**config.mk**
```make
export PLATFORM = sky130hd
export DESIGN_NAME = hit_streamer
export DESIGN_NICKNAME = d
export VERILOG_FILES = /design/src/rtl/pcafit_pkg.sv /design/src/rtl/hit_fifo.sv /design/src/rtl/hit_streamer.sv
export SDC_FILE = /design/constraint.sdc
export NUM_CORES = 1
export LEC_CHECK = 0
export ABC_AREA = 1
export CORE_MARGIN = 2
export CORE_UTILIZATION = 34
export DETAILED_ROUTE_END_ITERATION = 6
export PLACE_DENSITY = 0.63
export SYNTH_ARGS = -nofsm -noshare
export SYNTH_HDL_FRONTEND = slang
export SYNTH_SLANG_ARGS = --single-unit
```
**constraint.sdc**
```tcl
create_clock -name clk -period 3.3 [get_ports clk]
set_input_delay 0.825 -clock clk [delete_from_list [all_inputs] [get_ports clk]]
set_output_delay 0.825 -clock clk [all_outputs]
set_load 0.02 [all_outputs]
```
**src/rtl/pcafit_pkg.sv**
```systemverilog
// pcafit_pkg: shared hit types, fitter register map and streamer FSM states
package pcafit_pkg;

    localparam int COORD_W = 8;

    typedef struct packed {
        logic [COORD_W-1:0] x;
        logic [COORD_W-1:0] y;
        logic [COORD_W-1:0] z;
    } hit_t;

    typedef struct packed {
        logic last;
        hit_t hit;
    } entry_t;

    localparam logic [1:0] FIT_REG0 = 2'd0;
    localparam logic [1:0] FIT_REG1 = 2'd1;
    localparam logic [1:0] FIT_REG2 = 2'd2;
    localparam logic [1:0] FIT_REG3 = 2'd3;

    typedef enum logic [1:0] {IDLE, CFG, STREAM, GAP} state_e;

    // Maps the k-th configuration beat to its fitter register address
    function automatic logic [1:0] reg_addr(input logic [1:0] k);
        return k == 2'd0 ? FIT_REG0 : k == 2'd1 ? FIT_REG1 : k == 2'd2 ? FIT_REG2 : FIT_REG3;
    endfunction

endpackage

```
**src/rtl/hit_fifo.sv**
```systemverilog
// hit_fifo: synchronous hit buffer reporting full, empty and occupancy
module hit_fifo #(
    parameter int DEPTH = 8,
    parameter int W     = 25
) (
    input  logic                    clk,
    input  logic                    reset,
    input  logic                    push_i,
    input  logic [W-1:0]            wdata_i,
    input  logic                    pop_i,
    output logic [W-1:0]            rdata_o,
    output logic                    full_o,
    output logic                    empty_o,
    output logic [$clog2(DEPTH):0]  count_o
);
    localparam int AW = $clog2(DEPTH);

    logic [W-1:0]  mem_q [DEPTH];
    logic [AW-1:0] wr_q, rd_q;
    logic [AW:0]   cnt_q;
    logic          do_push, do_pop;

    assign full_o  = cnt_q == (AW+1)'(DEPTH);
    assign empty_o = cnt_q == '0;
    assign count_o = cnt_q;
    assign rdata_o = mem_q[rd_q];
    assign do_push = push_i && !full_o;
    assign do_pop  = pop_i && !empty_o;

    // Pointers wrap on their own because DEPTH is a power of two
    always_ff @(posedge clk or negedge reset) begin
        if (!reset) begin
            wr_q  <= '0;
            rd_q  <= '0;
            cnt_q <= '0;
        end else begin
            wr_q  <= wr_q + AW'(do_push);
            rd_q  <= rd_q + AW'(do_pop);
            cnt_q <= cnt_q + (AW+1)'(do_push) - (AW+1)'(do_pop);
        end
    end

    // Storage needs no reset: occupancy alone decides what is valid
    always_ff @(posedge clk) begin
        if (do_push) mem_q[wr_q] <= wdata_i;
    end

endmodule

```
**src/rtl/hit_streamer.sv**
```systemverilog
// hit_streamer: buffers hit tracks, streams them to the fitter and programs its registers
module hit_streamer
    import pcafit_pkg::*;
#(
    parameter int FIFO_DEPTH = 8,
    parameter int GAP_CYCLES = 2
) (
    input  logic               clk,
    input  logic               reset,
    input  logic               hit_valid,
    output logic               hit_ready,
    input  logic [COORD_W-1:0] hit_x,
    input  logic [COORD_W-1:0] hit_y,
    input  logic [COORD_W-1:0] hit_z,
    input  logic               hit_last,
    input  logic               cfg_start,
    input  logic [31:0]        cfg_data,
    output logic               cfg_busy,
    output logic               dv_in_0,
    output logic [COORD_W-1:0] data_in_x_0,
    output logic [COORD_W-1:0] data_in_y_0,
    output logic [COORD_W-1:0] data_in_z_0,
    output logic               mem_en,
    output logic               mem_rd_wr,
    output logic [1:0]         mem_add,
    output logic [7:0]         mem_data,
    output logic [15:0]        trk_sent_cnt,
    output logic               err_overlong
);
    localparam int AW = $clog2(FIFO_DEPTH);
    localparam int CW = $clog2(FIFO_DEPTH + GAP_CYCLES + 4);

    state_e      state_q, state_d;
    logic [CW-1:0] cnt_q, cnt_d;
    logic [31:0] cfg_q, cfg_d;
    logic [AW:0] pend_q, fifo_cnt;
    logic [15:0] trk_cnt_q;
    hit_t        data_q;
    entry_t      wr_entry, rd_entry;
    logic        err_q, dv_q, alive_q, trk_inc, overlong;
    logic        fifo_full, fifo_empty, push, pop;

    assign push     = hit_valid && hit_ready;
    assign pop      = state_q == STREAM && !fifo_empty;
    assign wr_entry = {hit_last, hit_x, hit_y, hit_z};

    hit_fifo #(
        .DEPTH (FIFO_DEPTH),
        .W     ($bits(entry_t))
    ) u_fifo (
        .clk     (clk),
        .reset   (reset),
        .push_i  (push),
        .wdata_i (wr_entry),
        .pop_i   (pop),
        .rdata_o (rd_entry),
        .full_o  (fifo_full),
        .empty_o (fifo_empty),
        .count_o (fifo_cnt)
    );

    // Sequencer: CFG beats, STREAM pop count and GAP length all share cnt_q
    always_comb begin
        state_d  = state_q;
        cnt_d    = cnt_q;
        cfg_d    = cfg_q;
        trk_inc  = 1'b0;
        overlong = 1'b0;
        unique case (state_q)
            IDLE: begin
                if (cfg_start) begin
                    state_d = CFG;
                    cnt_d   = '0;
                    cfg_d   = cfg_data;
                end else if (pend_q != '0 || fifo_cnt == (AW+1)'(FIFO_DEPTH)) begin
                    state_d = STREAM;
                    cnt_d   = '0;
                end
            end
            CFG: begin
                cnt_d = cnt_q + CW'(1);
                if (cnt_q == CW'(3)) begin
                    state_d = IDLE;
                    cnt_d   = '0;
                end
            end
            STREAM: begin
                if (pop) begin
                    cnt_d = cnt_q + CW'(1);
                    if (rd_entry.last || cnt_q == CW'(FIFO_DEPTH - 1)) begin
                        state_d  = GAP;
                        cnt_d    = '0;
                        trk_inc  = rd_entry.last;
                        overlong = !rd_entry.last;
                    end
                end
            end
            GAP: begin
                // The first GAP cycle still shows the final registered hit, so GAP spans
                // GAP_CYCLES+1 cycles to leave exactly GAP_CYCLES cycles of dv low
                cnt_d = cnt_q + CW'(1);
                if (cnt_q == CW'(GAP_CYCLES)) begin
                    state_d = IDLE;
                    cnt_d   = '0;
                end
            end
            default: state_d = IDLE;
        endcase
    end

    // FSM state, shared counter and latched register image
    always_ff @(posedge clk or negedge reset) begin
        if (!reset) begin
            state_q <= IDLE;
            cnt_q   <= '0;
            cfg_q   <= '0;
        end else begin
            state_q <= state_d;
            cnt_q   <= cnt_d;
            cfg_q   <= cfg_d;
        end
    end

    // Complete tracks held in the buffer: up on an accepted last hit, down on a popped one
    always_ff @(posedge clk or negedge reset) begin
        if (!reset) pend_q <= '0;
        else        pend_q <= pend_q + (AW+1)'(push && hit_last) - (AW+1)'(pop && rd_entry.last);
    end

    // Registered fitter stream, track counter, sticky error and post-reset ready enable
    always_ff @(posedge clk or negedge reset) begin
        if (!reset) begin
            dv_q      <= 1'b0;
            data_q    <= '0;
            trk_cnt_q <= '0;
            err_q     <= 1'b0;
            alive_q   <= 1'b0;
        end else begin
            dv_q      <= pop;
            data_q    <= pop ? rd_entry.hit : data_q;
            trk_cnt_q <= trk_cnt_q + 16'(trk_inc);
            err_q     <= err_q | overlong;
            alive_q   <= 1'b1;
        end
    end

    assign hit_ready    = alive_q && !fifo_full;
    assign dv_in_0      = dv_q;
    assign data_in_x_0  = data_q.x;
    assign data_in_y_0  = data_q.y;
    assign data_in_z_0  = data_q.z;
    assign cfg_busy     = state_q == CFG;
    assign mem_en       = cfg_busy;
    assign mem_rd_wr    = cfg_busy;
    assign mem_add      = cfg_busy ? reg_addr(cnt_q[1:0]) : 2'd0;
    assign mem_data     = cfg_busy ? 8'(cfg_q >> {cnt_q[1:0], 3'b000}) : 8'd0;
    assign trk_sent_cnt = trk_cnt_q;
    assign err_overlong = err_q;

endmodule

```
==> metrics.txt <==
H-Tree Depth=1; setup_tns=0 ps; status=finished, final reports clean; Num CTS Buffers=31; register bit total from synthesis=295; fin cells=1551; Worst Setup SP=cnt_q[0]; Fmax=315 MHz; fraction of layout cells with a size suffix above 1=13.4%; Worst Setup EP=mem_data[6]; Placed Cells incl. Taps=1493; DR WL/cell=17.4 microns; R2R Setup Slk=480 ps; fin nets=1155; Top FF cell, synth=edfxtp_1; width of the die=192 microns; power density over the cells=881 nW/um^2; commonest non-fill, non-tap cell in the layout=edfxtp_1; P&R area growth vs syn=23.9%; post-synthesis cell area=12000 sq um; DRT antenna net count=0; drt drc=0; largest net degree at the start of global routing=78; via count of the routed design=7700; clock sinks=295; sequential element share of the synthesized area=69.8%; Placer Congestion=0.804; Netlist cell types=37; Syn Inst Count=945; Least-Margin Pin Slew=823 ps; drt pass-1 iters=4; vias per cell=4.96; final WL=26.9 mm; Post-synth EDFFs=200; initial drt markers=587; maximum VDD drop=0.470 mV; hold buffer count at cts=0; Std-Cell Rows=68; postcts setup bufs=0; initial antenna violation count=1; Core Area=34600 sq um; Hold Vio Cnt, Final=0; R2R Path Start=u_fifo.rd_q[0]; r2r endpoint=trk_sent_cnt[14]; GR Util All Layers=14.5%; Max-slew headroom=45.1%; Leakage=0.00562 uW; CTS tree=built; Worst-path clk slew=60 ps; die height=192 microns; Clock Tree Buf Depth=3; Clk Tree Root Cell=clkbuf_16; GR Overflow Total=0; clock latency on the worst-skew pair=560 ps; Syn. warnings=0; vias in the first global route=7591; Slew Limit Fails=0; cts repair resizes=0; final worst path period need=3170 ps; syn nets=1029; Worst EP required=2470 ps; Diodes inserted=0; most frequent cells in the layout=edfxtp_1, nor2_1, clkdlybuf4s50_1; Worst EP arrival=2350 ps; critical path type=reg2out; Final setup viols=0; RSZ-0062 raised after global routing=no; Fill cells=3195; I/O Pins=117; CP startpoint kind=register; max cap viols=0; total die area=36800 sq um; share of flip-flops with an asynchronous set or reset=32.2%; first-pass GRT wire length=41.7 mm; largest fanout on the critical path=14; Hold Crit Class=in2async; post-DP HPWL=16.3 mm; Setup Skew=14.0 ps; final worst path period share=96.1%; Critical Path Sink Type=output pin; Mean Syn Cell Area=12.7 sq um; initial core utilization=34.7%; Port-buffer cells=116; cell count of the worst reg-to-reg path=15
==> metal layers <==
metal  GRT usage (%)  wire length, microns  up-vias
met5               0                    13        -
met4            3.61                   578        2
met3            2.36                  1570       40
met2            23.6                 12300      243
met1            20.2                 12400     3782
li1                -                     -     3633
==> synthesized netlist by cell type, types with 6 or more instances <==
master | n | area share (%)
edfxtp_1 | 200 | 50
o221ai_1 | 42 | 3.1
buf_4 | 9 | 0.56
nor2_1 | 144 | 4.5
o21ai_0 | 97 | 4.0
buf_2 | 20 | 0.83
xor2_1 | 10 | 0.73
nand2_1 | 94 | 2.9
clkbuf_1 | 20 | 0.63
nor2_2 | 7 | 0.36
nand3_1 | 36 | 1.5
a21oi_1 | 11 | 0.46
o211ai_1 | 6 | 0.38
xnor2_1 | 11 | 0.80
dfrtp_1 | 95 | 20
mux2_2 | 32 | 3.0
o21ai_1 | 17 | 0.71
ha_1 | 21 | 2.2
o22ai_1 | 6 | 0.31
inv_1 | 36 | 1.1
==> sequential cells by signal, indices dropped and copies added, names as in the netlist <==
register        cells
alive_q             1
state_q             2
u_fifo.count_o      4
err_overlong        1
data_in_z_0         8
trk_sent_cnt       16
dv_in_0             1
cfg_q              32
data_in_y_0         8
data_in_x_0         8
u_fifo.rd_q         3
cnt_q               4
pend_q              4
u_fifo.mem_q      200
u_fifo.wr_q         3
==> power by group <==
part	internal (uW)	switching [uW]	leakage, uW
logic	1700	2690	0.00212
clock network	2190	1450	0.000522
registers	4680	406	0.00298
==> metrics by stage <==
stage	power, uW	util [%]	area (sq um)	hold WS [ps]	worst slack [ps]
2_1_floorplan	8020	-	12000	474	657
5_1_grt	13900	43.0	14900	423	1.24
3_5_place_dp	9560	39.8	13800	464	480
6_report	13100	43.0	14900	361	129
3_3_place_gp	9450	39.8	13800	454	499
4_1_cts	13200	42.9	14900	377	68.3
==> critical path, stage by stage (launching register included) <==
cell             delay, ps
dfrtp_1                460
buf_4                  250
nor2_1                  60
nor2_1                  80
o21ai_0                 90
a21oi_1                200
clkdlybuf4s50_1        640
==> final cells by class <==
class                      count  area [sq um]  area share (%)
clock buffer                  39           826            5.55
clock inverter                19           263            1.77
inverter                      43           168            1.13
multi-input combinational    557          3230            21.7
sequential                   295          8380            56.4
tap                          455           569            3.83
timing repair buffer         143          1430            9.61
==> cell families after synthesis <==
logic type	synth area share, %
and+or+nand+nor	10.5
AOI/OAI and AO/OA	9.10
other	0.0312
DFF	69.8
muxes	3.00
buffers and inverters	3.42
xor gates and xnor gates	1.67
adders and majority gates	2.52
==> worst min-delay path by stage <==
stage                      from               end  slack, ps  cells after the start
3_3_place_gp       err_overlong      err_overlong        450                      1
6_report                  reset  trk_sent_cnt[13]        360                      1
2_1_floorplan         cfg_q[31]         cfg_q[31]        470                      1
5_1_grt                   reset    data_in_x_0[0]        420                      1
3_5_place_dp   trk_sent_cnt[15]  trk_sent_cnt[15]        460                      1
4_1_cts                   reset    data_in_x_0[0]        380                      1
No activity file was read; power rests on OpenSTA's default activity.
